`config.mk`:
```
export PLATFORM = sky130hd
export DESIGN_NAME = perf_monitor_unit
export DESIGN_NICKNAME = d
export VERILOG_FILES = /design/src/rtl/perf_monitor_unit_pkg.sv /design/src/rtl/perf_monitor_unit_halt_detector.sv /design/src/rtl/perf_monitor_unit.sv
export SDC_FILE = /design/constraint.sdc
export NUM_CORES = 1
export LEC_CHECK = 0
export CORE_MARGIN = 4
export CORE_UTILIZATION = 55
export CTS_CLUSTER_SIZE = 28
export DETAILED_ROUTE_END_ITERATION = 10
export PLACE_DENSITY_LB_ADDON = 0.15
export SYNTH_ARGS = -nofsm -noshare
export SYNTH_HDL_FRONTEND = slang
export SYNTH_HIERARCHICAL = 1
export SYNTH_SLANG_ARGS = --single-unit
```
`constraint.sdc`:
```
create_clock -name CLK -period 3.1 [get_ports CLK]
set_input_delay 0.465 -clock CLK [delete_from_list [all_inputs] [get_ports CLK]]
set_output_delay 0.465 -clock CLK [all_outputs]
set_load 0.02 [all_outputs]
```
`src/rtl/perf_monitor_unit_pkg.sv`:
```
// perf_monitor_unit_pkg: register map, SEL field positions, FSM encodings and NOP encodings for the PMU.
package perf_monitor_unit_pkg;
  localparam logic [5:0] ADDR_CTRL   = 6'h00;
  localparam logic [5:0] ADDR_STATUS = 6'h01;
  localparam logic [5:0] SEL_BASE    = 6'h10;
  localparam logic [5:0] CNT_BASE    = 6'h20;
  localparam int SEL_IDX_MSB    = 4;
  localparam int SEL_W_BIT      = 5;
  localparam int SEL_EN_BIT     = 6;
  localparam int CTRL_START_BIT = 0;
  localparam int CTRL_CLEAR_BIT = 1;
  localparam logic [31:0] NOP_INST = 32'h0000_0013;
  localparam logic [15:0] NOP_C    = 16'h0001;
  typedef enum logic [1:0] {ST_IDLE = 2'd0, ST_RUN = 2'd1, ST_FROZEN = 2'd2} pmu_state_e;
  function automatic logic is_nop(input logic [31:0] i);
    return (i == NOP_INST) || (i[15:0] == NOP_C);
  endfunction
endpackage

```
`src/rtl/perf_monitor_unit_halt_detector.sv`:
```
// pmu_halt_detector: flags program end on a run of identical instructions or identical NOPs;
// halt is a one-cycle pulse in the cycle the threshold is reached.
module pmu_halt_detector
  import perf_monitor_unit_pkg::*;
#(
  parameter int IDLE_THRESH = 49,
  parameter int NOP_THRESH  = 8
) (
  input  logic        CLK,
  input  logic        nrst,
  input  logic        en,
  input  logic        rearm,
  input  logic [31:0] inst,
  input  logic        inst_valid,
  output logic        halt
);
  logic [31:0] last_inst_q, last_inst_d;
  logic [15:0] rep_cnt_q, rep_cnt_d, nop_cnt_q, nop_cnt_d;
  logic        upd, same;
  always_comb begin
    upd         = en && inst_valid;
    same        = inst == last_inst_q;
    last_inst_d = rearm ? '0 : (upd && !same) ? inst : last_inst_q;
    rep_cnt_d   = rearm ? '0 : !upd ? rep_cnt_q : same ? rep_cnt_q + 16'd1 : '0;
    nop_cnt_d   = rearm ? '0 : !upd ? nop_cnt_q : !same ? '0 :
                  is_nop(inst) ? nop_cnt_q + 16'd1 : nop_cnt_q;
    halt        = !rearm && upd && same &&
                  (rep_cnt_d == 16'(IDLE_THRESH) || nop_cnt_d == 16'(NOP_THRESH));
  end
  always_ff @(posedge CLK or negedge nrst) begin
    if (!nrst) begin
      last_inst_q <= '0;
      rep_cnt_q   <= '0;
      nop_cnt_q   <= '0;
    end else begin
      last_inst_q <= last_inst_d;
      rep_cnt_q   <= rep_cnt_d;
      nop_cnt_q   <= nop_cnt_d;
    end
  end
endmodule

```
`src/rtl/perf_monitor_unit.sv`:
```
// perf_monitor_unit: event counters with per-counter select/weight, halt-freeze FSM and register port.
// Define PMU_SATURATE_EN to make counters saturate instead of wrapping.
module perf_monitor_unit
  import perf_monitor_unit_pkg::*;
#(
  parameter int NUM_CNT     = 8,
  parameter int CNT_WIDTH   = 32,
  parameter int NUM_EVENTS  = 16,
  parameter int IDLE_THRESH = 49,
  parameter int NOP_THRESH  = 8
) (
  input  logic                  CLK,
  input  logic                  nrst,
  input  logic [NUM_EVENTS-1:0] event_in,
  input  logic [31:0]           inst,
  input  logic                  inst_valid,
  input  logic                  cfg_we,
  input  logic [5:0]            cfg_addr,
  input  logic [CNT_WIDTH-1:0]  cfg_wdata,
  output logic [CNT_WIDTH-1:0]  rd_data,
  output logic                  halt_det,
  output logic                  ovf_any
);
  pmu_state_e             state_q, state_d;
  logic [6:0]             sel_q [NUM_CNT];
  logic [6:0]             sel_d [NUM_CNT];
  logic [CNT_WIDTH-1:0]   cnt_arr [NUM_CNT];
  logic [NUM_CNT-1:0]     ovf_vec;
  logic [CNT_WIDTH-1:0]   rd_data_q, rd_data_d;
  logic [31:0]            ev_ext;
  logic                   start, clr, run, rearm, halt;
  always_comb begin
    ev_ext  = 32'(event_in);
    start   = cfg_we && cfg_addr == ADDR_CTRL && cfg_wdata[CTRL_START_BIT];
    clr     = cfg_we && cfg_addr == ADDR_CTRL && cfg_wdata[CTRL_CLEAR_BIT];
    run     = state_q == ST_RUN;
    rearm   = clr || (start && state_q == ST_FROZEN);
    state_d = clr ? ST_IDLE :
              (start && state_q != ST_RUN) ? ST_RUN :
              (halt && run) ? ST_FROZEN : state_q;
  end
  pmu_halt_detector #(.IDLE_THRESH(IDLE_THRESH), .NOP_THRESH(NOP_THRESH)) u_halt (
    .CLK(CLK), .nrst(nrst), .en(run), .rearm(rearm),
    .inst(inst), .inst_valid(inst_valid), .halt(halt)
  );
  always_comb begin
    for (int i = 0; i < NUM_CNT; i++)
      sel_d[i] = (cfg_we && cfg_addr == 6'(SEL_BASE + i)) ? cfg_wdata[6:0] : sel_q[i];
  end
  for (genvar k = 0; k < NUM_CNT; k++) begin : g_cnt
    logic [CNT_WIDTH-1:0] cnt_q, cnt_d;
    logic [CNT_WIDTH:0]   sum;
    logic                 ovf_q, ovf_d, hit, wr;
    always_comb begin
      wr  = cfg_we && cfg_addr == 6'(CNT_BASE + k);
      hit = run && sel_q[k][SEL_EN_BIT] && ev_ext[sel_q[k][SEL_IDX_MSB:0]];
      sum = {1'b0, cnt_q} + {{CNT_WIDTH{1'b0}}, 1'b1} + {{CNT_WIDTH{1'b0}}, sel_q[k][SEL_W_BIT]};
`ifdef PMU_SATURATE_EN
      cnt_d = clr ? '0 : wr ? cfg_wdata : hit ? (sum[CNT_WIDTH] ? '1 : sum[CNT_WIDTH-1:0]) : cnt_q;
`else
      cnt_d = clr ? '0 : wr ? cfg_wdata : hit ? sum[CNT_WIDTH-1:0] : cnt_q;
`endif
      ovf_d = !clr && (ovf_q || (!wr && hit && sum[CNT_WIDTH]));
    end
    always_ff @(posedge CLK or negedge nrst) begin
      if (!nrst) begin
        cnt_q <= '0;
        ovf_q <= 1'b0;
      end else begin
        cnt_q <= cnt_d;
        ovf_q <= ovf_d;
      end
    end
    assign cnt_arr[k] = cnt_q;
    assign ovf_vec[k] = ovf_q;
  end
  // Reads sample pre-write state, so a same-cycle write is not visible until the next read.
  always_comb begin
    rd_data_d = '0;
    if (cfg_addr == ADDR_STATUS) rd_data_d = CNT_WIDTH'({ovf_vec, state_q});
    for (int i = 0; i < NUM_CNT; i++) begin
      if (cfg_addr == 6'(SEL_BASE + i)) rd_data_d = CNT_WIDTH'(sel_q[i]);
      if (cfg_addr == 6'(CNT_BASE + i)) rd_data_d = cnt_arr[i];
    end
  end
  always_ff @(posedge CLK or negedge nrst) begin
    if (!nrst) begin
      state_q   <= ST_IDLE;
      rd_data_q <= '0;
      for (int i = 0; i < NUM_CNT; i++) sel_q[i] <= '0;
    end else begin
      state_q   <= state_d;
      rd_data_q <= rd_data_d;
      for (int i = 0; i < NUM_CNT; i++) sel_q[i] <= sel_d[i];
    end
  end
  assign rd_data  = rd_data_q;
  assign halt_det = state_q == ST_FROZEN;
  assign ovf_any  = |ovf_vec;
endmodule
```
# --- Yosys cells after proc, flatten, opt, wreduce, memory -nomap -nowiden ---
# Cells that the tools add are included.
totals:
  reg_bits: 418
  inputBits: 90
  output_inout_bits: 34
  word_cells: 250
op_classes:
  addsub: 18
  order_cmp: 8
  n_eq_ne: 25
  n_mux: 69
  reduce_logical: 101
op_table:
  columns: ["op", "count"]
  rows:
  - ["$mux W32", 41]
  - ["$add A32 B1 Y33 const B", 8]
  - ["$add A33 B1 Y33", 8]
  - ["$mux W16", 7]
  - ["$logic_and A1 B1 Y1", 67]
  - ["$eq A6 B5 Y1 const B", 8]
  - ["$eq A6 B6 Y1 const B", 8]
  - ["$lt A5 B6 Y1 const B", 8]
  - ["$bmux W1 S5", 8]
  - ["$add A16 B1 Y16 const B", 2]
  - ["$eq A32 B32 Y1", 1]
  - ["$eq A32 B5 Y1 const B", 1]
  - ["$reduce_bool A3 Y1", 9]
  - ["$mux W10", 2]
  - ["$eq A16 B1 Y1 const B", 1]
  - ["$eq A16 B4 Y1 const B", 1]
  - ["$eq A16 B6 Y1 const B", 1]
  - ["$logic_not A1 Y1", 11]
  - ["$logic_or A1 B1 Y1", 11]
  - ["$mux W1", 8]
  - ["$reduce_or A8 Y1", 1]
  - ["$eq A6 B1 Y1 const B", 1]
  - ["$logic_not A6 Y1", 1]
  - ["$mux W2", 3]
  - ["other kinds (4)", 4]

# --- Depth between registers and ports, before layout ---
# Gate-level depths: netlist of the first run.
logic_depth:
  ltp_word: 18
  ltp_mapped: 14

# --- Cells and area by module ---
# Netlist of the first run, hierarchy kept.
by_module_without_submodules:
  columns: ["module", "instances", "cells_per_inst", "area_per_inst_um2", "seq_area_each_um2"]
  rows:
  - ["perf_monitor_unit", 1, 2483, 21973.6, 8858.5]
  - ["pmu_halt_detector", 1, 341, 3438.3, 1601.5]

# --- Worst setup path after synthesis of the first run ---
# No wires, ideal clock.
synth_timing:
  path_kind: "input to register"
  start: "in inst[10]"
  end: "reg state_q[1]"
  setup_time_ns: 0.132
  t_arrival_ns: 2.877
  required_time_ns: 2.968
  slack_ns: 0.091
  path_stages: 10
  path_buffers: 0
  path_cell_list: "nor4_1 nand4_1 or4_4 or4_4 or3_1 o32ai_2 a2111oi_1 a31o_1 a22oi_1 nor2_1"
synth_via:
  elab_chain_len: 11
  elab_cells_between_ends: 18
  cone_classes: "eq/ne (5); mux (7); reduce/logical (6)"
synth_rtl:
  columns: ["element", "line", "source"]
  rows:
  - ["start, declared", "perf_monitor_unit.sv:15", "input logic [31:0] inst,"]
  - ["$eq A32 B5 Y1 or $eq A16 B1 Y1 (tied branches)", "perf_monitor_unit_pkg.sv:16", "return (i == NOP_INST) || (i[15:0] == NOP_C);"]
  - ["$logic_or A1 B1 Y1", "perf_monitor_unit_pkg.sv:16", null]
  - ["$mux W16", "perf_monitor_unit_halt_detector.sv:26", "is_nop(inst) ? nop_cnt_q + 16'd1 : nop_cnt_q;"]
  - ["$mux W16 * (3 in a row)", "perf_monitor_unit_halt_detector.sv:25", "nop_cnt_d = rearm ? '0 : !upd ? nop_cnt_q : !same ? '0 :"]
  - ["via u_halt.nop_cnt_d[14]", "perf_monitor_unit_halt_detector.sv:18", "logic [15:0] rep_cnt_q, rep_cnt_d, nop_cnt_q, nop_cnt_d;"]
  - ["$eq A16 B4 Y1 *", "perf_monitor_unit_halt_detector.sv:28", "(rep_cnt_d == 16'(IDLE_THRESH) || nop_cnt_d == 16'(NOP_THRESH));"]
  - ["$logic_or A1 B1 Y1 *", "perf_monitor_unit_halt_detector.sv:28", null]
  - ["$logic_and A1 B1 Y1 *", "perf_monitor_unit_halt_detector.sv:27", "halt = !rearm && upd && same &&"]
  - ["via halt", "perf_monitor_unit.sv:31", "logic start, clr, run, rearm, halt;"]
  - ["$logic_and A1 B1 Y1 *", "perf_monitor_unit.sv:40", "(halt && run) ? ST_FROZEN : state_q;"]
  - ["$reduce_bool A3 Y1 (no line) *", null, null]
  - ["end signal, assigned", "perf_monitor_unit.sv:92", "state_q <= state_d;"]
  - ["end, declared", "perf_monitor_unit.sv:24", "pmu_state_e state_q, state_d;"]
# Mark *: on every way through the listed nets, which the timed path passes. The rest lies on a longest branch.
# A chain may end at the register's enable or synchronous reset.

# --- Worst setup path after layout of the first run ---
# Same ends and word-level chain as after synthesis.

==> results.json, run 1 <==
{
  "path_max_fanout": 4,
  "holdWs_ns": 0.466,
  "hpwl_um": 66700,
  "fin_worst_skew_ns": 0.0276,
  "tritoncts": "built",
  "report.final.slew_viol_count": 0,
  "time_the_worst_path_needs_with_i_o_delays_and_setup_ns": 3.02,
  "final-setup-viol-count": 0,
  "report.final.hold_viol_count": 0,
  "drt_iter0_drc": 2918,
  "dpl-instance-area_um2": 29000,
  "post_synth_inst_count": 2824,
  "area_delta_synth_final_pct": 20.2,
  "drt_pass1_iterations": 6,
  "final_layout_size_suffix_gt1_share_pct": 14.7,
  "critical_path.reg2reg.startpoint": "state_q[1]$_DFFE_PN0P_",
  "mappedNetlistNets": 2932,
  "finalWeightedCongestion": 1.03,
  "grt_usage_pct": 36.2,
  "boundaryPins": 124,
  "core_um2": 45500,
  "clockBufferDepth": 3,
  "clk_transition_reported_paths_ns": 0.06,
  "grt_pass1_vias": 23900,
  "p_per_area_nw_per_um2": 531,
  "num-nets-final": 3192,
  "fin_crit_sh_pct": 97.3,
  "timing.fmax_ghz": 0.332,
  "fin_ws_ns": 0.0840,
  "use_met2_pct": 55.9,
  "die_area_um2": 49700,
  "grt_start_max_net_pins": 133,
  "detail_route.drc_violations": 0,
  "port-buffer-count": 123,
  "status": "complete, no violations",
  "horiz_die_dim_um": 223,
  "via_per_inst": 6.66,
  "initial_utilization_pct": 55.9,
  "grt-busiest-layer": "met2",
  "cts_root_buffer": "clkbuf_16",
  "grt-ovfl-total": 0,
  "pre_cts_ws_ns": -0.668,
  "post_synth_instance_area_um2": 25400,
  "synth_largest_area_cell": "dfrtp_1",
  "synth_largest_type_area_fraction_pct": 41.2,
  "number_of_antenna_violations_at_the_first_check_in_global_routing": 2,
  "rsz0062_at_grt": "yes",
  "clock_sink_count": 418,
  "asyncSetResetFlopFracSynth_pct": 100,
  "finalInstanceArea_um2": 30500,
  "wire_per_inst_um": 24.9,
  "drt-total-wl_um": 92700,
  "netlist-cell-type-count": 86,
  "ant_nets": 0,
  "crit_required_ns": 3.57,
  "irDropWorstVdd_v": 0.000476,
  "timing.reg2reg.setup_slack_ns": 0.15,
  "final.setup.tns_ns": 0,
  "postCtsSetupRepairBufs": 0,
  "setup.worst_path.end_class": "register",
  "yosys_warnings": 6,
  "postSynthRegisterBits": 418,
  "syn_avg_cell_area_um2": 9.00,
  "worst-slew-pin-transition_ns": 1.13,
  "cp.arrival_ns": 3.49,
  "number_of_synthesized_flops_with_an_enable_pin": 0,
  "synthTopCellsByArea": "dfrtp_1 (41%), o21ai_0 (6.1%), a21oi_1 (5.8%), xor2_1 (5.4%), xnor2_1 (4.3%)",
  "worst_r2r_endpoint": "state_q[1]$_DFFE_PN0P_",
  "synth-main-ff-cell": "dfrtp_1",
  "hold_path_class": "input port to async pin",
  "chipHeight_um": 223,
  "power.static_leakage_nw": 12.9,
  "drv_cap": 0,
  "setup.worst_path.start_class": "input port",
  "report.power.total_w": 0.0162,
  "vias": 24700,
  "clock_tree.htree_level_count": 2,
  "rows": 78,
  "gr-usage-met3_pct": 7.82,
  "clock_latency_ns": 0.61,
  "synth-seq-area-share_pct": 41.2,
  "slew_headroom_pct": 24.1,
  "cts_buffers": 48,
  "met1_usage_pct": 51.1,
  "grt_first_pass_wirelength_um": 142000,
  "worst_r2r_path_depth": 13,
  "setup.worst_path.class": "input port to register"
}
[where the power goes]
group	total, W	internal [W]	switching [W]
registers	0.00772	0.00642	0.00130
clock network	0.00558	0.00320	0.00238
logic	0.00291	0.00148	0.00143
total	0.0162	0.0111	0.00511
[layout by cell type (no fill, tap or decap), types with 10 or more instances in the layout]
master           netlist  routed
mux4_2                12      12
clkdlybuf4s50_1        0     122
nand2_1              212     208
nor4_1                35      32
mux2_2                61      61
nor2_1               123     121
a21oi_1              295     295
a22oi_1               15      15
inv_1                 58      58
dfrtp_1              418     418
clkbuf_16              0      50
and3_1                80      80
a22o_1                51      51
nand2b_1              19      19
nor4b_1               10      10
a31oi_1               13      12
o22ai_1               15      15
nor3b_1               11      11
and4_1                31      31
xor2_1               157     157
clkinv_2               0      10
ha_1                  18      18
o21ai_0              310     310
buf_4                  5     252
nand3_1              103     103
nand4_1               88      88
nor3_1                63      60
or3_1                 15      15
clkbuf_1             158      10
a221oi_1              57      57
buf_12                 0      21
and2_1                18      18
mux2i_1               49      49
a21o_1                23      23
xnor2_1              124     124
nor2b_1               26      26
[worst max-delay path by stage]
stage                   from                     end  cells past startpoint
floorplan           inst[10]  state_q[1]$_DFFE_PN0P_                     10
global placement     inst[6]  state_q[1]$_DFFE_PN0P_                     11
detailed placement  inst[10]  state_q[1]$_DFFE_PN0P_                     11
CTS                 inst[10]  state_q[1]$_DFFE_PN0P_                     11
global route         inst[3]  state_q[1]$_DFFE_PN0P_                     11
finish              inst[10]  state_q[1]$_DFFE_PN0P_                     11
[cells in the mapped netlist (58+ instances only)]
master and instances:
nand2_1 212, nand3_1 103, nor2_1 123, and3_1 80, inv_1 58, o21ai_0 310, clkbuf_1 158, xor2_1 157
a21oi_1 295, xnor2_1 124, nor3_1 63, dfrtp_1 418, mux2_2 61, nand4_1 88
[layout make-up]
| cell class | count | area (um2) |
|---|---|---|
| fill | 3751 | 14900 |
| multi-input combinational | 2160 | 14000 |
| inverter | 59 | 221 |
| timing repair buffer | 397 | 3560 |
| tap | 600 | 751 |
| clock inverter | 13 | 104 |
| antenna | 1 | 2.50 |
| clock buffer | 68 | 1400 |
| sequential | 418 | 10500 |
[critical path: stages]
cell	delay [ns]
clkdlybuf4s50_1	0.45
nor4_2	0.30
nand4_1	0.23
or4_4	0.49
or4_4	0.50
or3_1	0.34
o32ai_2	0.15
a2111oi_1	0.09
a31o_1	0.26
a22oi_1	0.17
nor2_1	0.06
[stage by stage]
stage,utilization [%],instances
2_1_floorplan,-,2824
3_3_place_gp,63.8,3633
3_5_place_dp,63.8,3633
4_1_cts,67.1,3715
5_1_grt,67.1,3715
6_report,67.2,3716
[registers in the layout (all words and copies together), names as in the netlist]
signal,flops
g_cnt.ovf_q,8
sel_q,56
rd_data,32
u_halt/nop_cnt_q,16
u_halt/last_inst_q,32
u_halt/rep_cnt_q,16
g_cnt.cnt_q,256
state_q,2
[repair_timing]
item	CTS	global route
resized for setup	1	2
endpoints found under the hold margin	71	0
endpoints found under the setup margin	2	6
hold buffers	1	0
pin swaps	2	1
[layer usage]
metal  up-vias  wire length [um]
met4         2              3550
li1      10900                 -
met3       243              9800
met1     12200             37500
met2      1349             41800
met5         -                 1
[cell families after synthesis]
logic type / share of synthesized area, %
adders and majority gates: 0.886
AOI/OAI and AO/OA: 20.5
xor gates and xnor gates: 9.68
and+or+nand+nor: 18.3
buffers and inverters: 3.83
DFF: 41.2
muxes: 5.70
Power figures use the tool's default switching activity.
==> inputs of run 2 (changes only) <==
CAP_MARGIN = 20   (was default)
CORE_UTILIZATION = 50   (was 55)
CTS_BUF_LIST = sky130_fd_sc_hd__clkbuf_8 sky130_fd_sc_hd__clkbuf_16   (was default)
==> run 2 against run 1 <==
Compared with the run above: die area is 9.6% higher; fmax is 1.1% higher; first-iteration DRC count is 6.5% higher; clock skew is 0.013 ns lower; core utilization is 5.8 points lower; routed wire length is 0.19% higher; global-route usage is 2.5 points lower; clock power is 5.7% higher; largest cell class unchanged; sequential power hardly changed; combinational power hardly changed; sequential share of layout area is 0.28 points lower; critical path depth stayed put.
==> results.json, run 2 (synthesis gave the netlist of run 1 again) <==
{
  "power.share.combinational_pct": 17.5,
  "layout.filler_cells": 4347,
  "finalWeightedCongestion": 0.979,
  "mostFrequentLayoutCell": "dfrtp_1",
  "wire_per_inst_um": 24.4,
  "crit_required_ns": 3.58,
  "drv_cap": 0,
  "p_per_area_nw_per_um2": 536,
  "clockBufferDepth": 3,
  "die_area_um2": 54500,
  "power.static_leakage_nw": 13.0,
  "slew_headroom_pct": 26.4,
  "initial_utilization_pct": 50.7,
  "drt_pass1_iterations": 5,
  "most-common-layout-cells": "dfrtp_1 (418), o21ai_0 (310), a21oi_1 (295), buf_4 (252), nand2_1 (208)",
  "ant_nets": 0,
  "time_the_worst_path_needs_with_i_o_delays_and_setup_ns": 2.98,
  "setup.worst_path.start_class": "input port",
  "report.final.hold_viol_count": 0,
  "final_layout_size_suffix_gt1_share_pct": 14.9,
  "num-nets-final": 3195,
  "clk_transition_reported_paths_ns": 0.06,
  "crit_family": "simple AND/OR/NAND/NOR gates",
  "via_per_inst": 6.43,
  "final-setup-viol-count": 0,
  "area_delta_synth_final_pct": 21.2,
  "top_flop_regs": "g_cnt.cnt_q: 256 flops, sel_q: 56 flops",
  "setup.worst_path.class": "input port to register",
  "worst-slew-pin-transition_ns": 1.10,
  "worstPathCellList": "clkdlybuf4s50_1, nor4b_2, nand4_1, or4_4, or4_4, or3_1, o32ai_2, a2111oi_1, a31o_1, a22oi_2, nor2_1",
  "tritoncts": "built",
  "timing.critical_path.buf_inv": 1,
  "grt_first_pass_wirelength_um": 142000,
  "detail_route.drc_violations": 0,
  "cts_root_buffer": "clkbuf_16",
  "grt_start_max_net_pins": 137,
  "most_flop_heavy_register": "g_cnt.cnt_q",
  "holdWs_ns": 0.282,
  "report.power.total_w": 0.0165,
  "fin_crit_sh_pct": 96.3,
  "critical_path.most_common_cell": "or4_4",
  "irDropWorstVdd_v": 0.000394,
  "final.setup.tns_ns": 0,
  "area.sequential_um2": 10500,
  "share_clk_of_total_power_pct": 35.7,
  "hold_path_class": "input port to async pin",
  "cp.arrival_ns": 3.47,
  "rows": 82,
  "drt_iter0_drc": 3107,
  "timing.fmax_ghz": 0.335,
  "clock_tree.htree_level_count": 2,
  "grt-ovfl-total": 0,
  "drt-total-wl_um": 92900,
  "report.final.slew_viol_count": 0,
  "clock_sink_count": 418,
  "rsz0062_at_grt": "no",
  "horiz_die_dim_um": 233,
  "power.net_switching_w": 0.00513,
  "pre_cts_ws_ns": -0.621,
  "port-buffer-count": 123,
  "fin_ws_ns": 0.115,
  "clock_latency_ns": 0.61,
  "vias": 24400,
  "internal-power_w": 0.0114,
  "grt_pass1_vias": 23900,
  "status": "complete, no violations",
  "chipHeight_um": 233,
  "multi_input_area_um2": 14000,
  "largest_reg_flops": 256,
  "p_seq_share_pct": 46.7,
  "swShare_pct": 31.1,
  "setup.worst_path.end_class": "register",
  "cts_buffers": 49,
  "cp_max_stage_cell": "or4_4",
  "number_of_antenna_violations_at_the_first_check_in_global_routing": 2,
  "hpwl_um": 66800,
  "grt_usage_pct": 33.7,
  "boundaryPins": 124,
  "slowest_delay_ns": 0.50,
  "core_um2": 50200,
  "path_max_fanout": 4,
  "fin_worst_skew_ns": 0.0146
}
==> run 2: metrics by stage <==
stage,util (%),instance area (um2),cells
after global routing,61.4,30800,3796
after floorplan,-,25400,2824
after detailed placement,58.1,29100,3706
after global placement,58.1,29100,3706
final,61.4,30800,3798
after CTS,61.3,30800,3796
==> run 2: per-layer routing <==
| layer | routed length [um] | global-route usage (%) | vias to the layer above | part of all wire (%) |
|---|---|---|---|---|
| met3 | 9090 | 6.55 | 219 | 9.8 |
| met1 | 37500 | 46.3 | 12000 | 40 |
| met4 | 3530 | 12.0 | 0 | 3.8 |
| met2 | 42800 | 53.5 | 1270 | 46 |
| met5 | 0 | 0 | - | 0 |
| li1 | - | - | 10900 | - |
==> run 2: what timing repair did <==
action                     4_1_cts  5_1_grt
hold endpoints to repair        62        0
hold buffers                     1        0
cloned                           0        0
setup endpoints to repair        1        2
pin swaps                        1        2
setup buffers                    1        0
resized for setup                1        3
==> run 2: final cells by class <==
cell class,instances,share of cell area [%]
clock buffers,59,4.50
inverters,59,0.719
well taps,672,2.73
multi-input cells,2160,45.6
repair buffers,399,11.7
diodes,2,0.0163
clock inverters,29,0.760
flip-flops and latches,418,34.0
==> run 2: power groups by stage <==
stage	Combinational, W	Sequential, W	Clock [W]
floorplan	0.00191	0.00730	0
CTS	0.00287	0.00767	0.00596
global route	0.00319	0.00783	0.00620
global placement	0.00275	0.00770	0
detailed placement	0.00285	0.00775	0
finish	0.00289	0.00771	0.00590
==> run 2: path summary, 6_finish.rpt <==
path | startpoint | endpoint | slack [ns] | cells past startpoint
setup / recovery | inst[2] | state_q[1]$_DFFE_PN0P_ | 0.12 | 11
hold reg to reg | sel_q[40]$_DFFE_PN0P_ | sel_q[40]$_DFFE_PN0P_ | 0.50 | 1
max in group asynchronous | nrst | g_cnt[3].cnt_q[8]$_DFFE_PN0P_ | 1.74 | 3
min in group CLK | sel_q[40]$_DFFE_PN0P_ | sel_q[40]$_DFFE_PN0P_ | 0.50 | 1
setup reg to reg | u_halt/nop_cnt_q[4]$_DFF_PN0_ | state_q[1]$_DFFE_PN0P_ | 0.18 | 9
hold / removal | nrst | u_halt/nop_cnt_q[3]$_DFF_PN0_ | 0.28 | 2
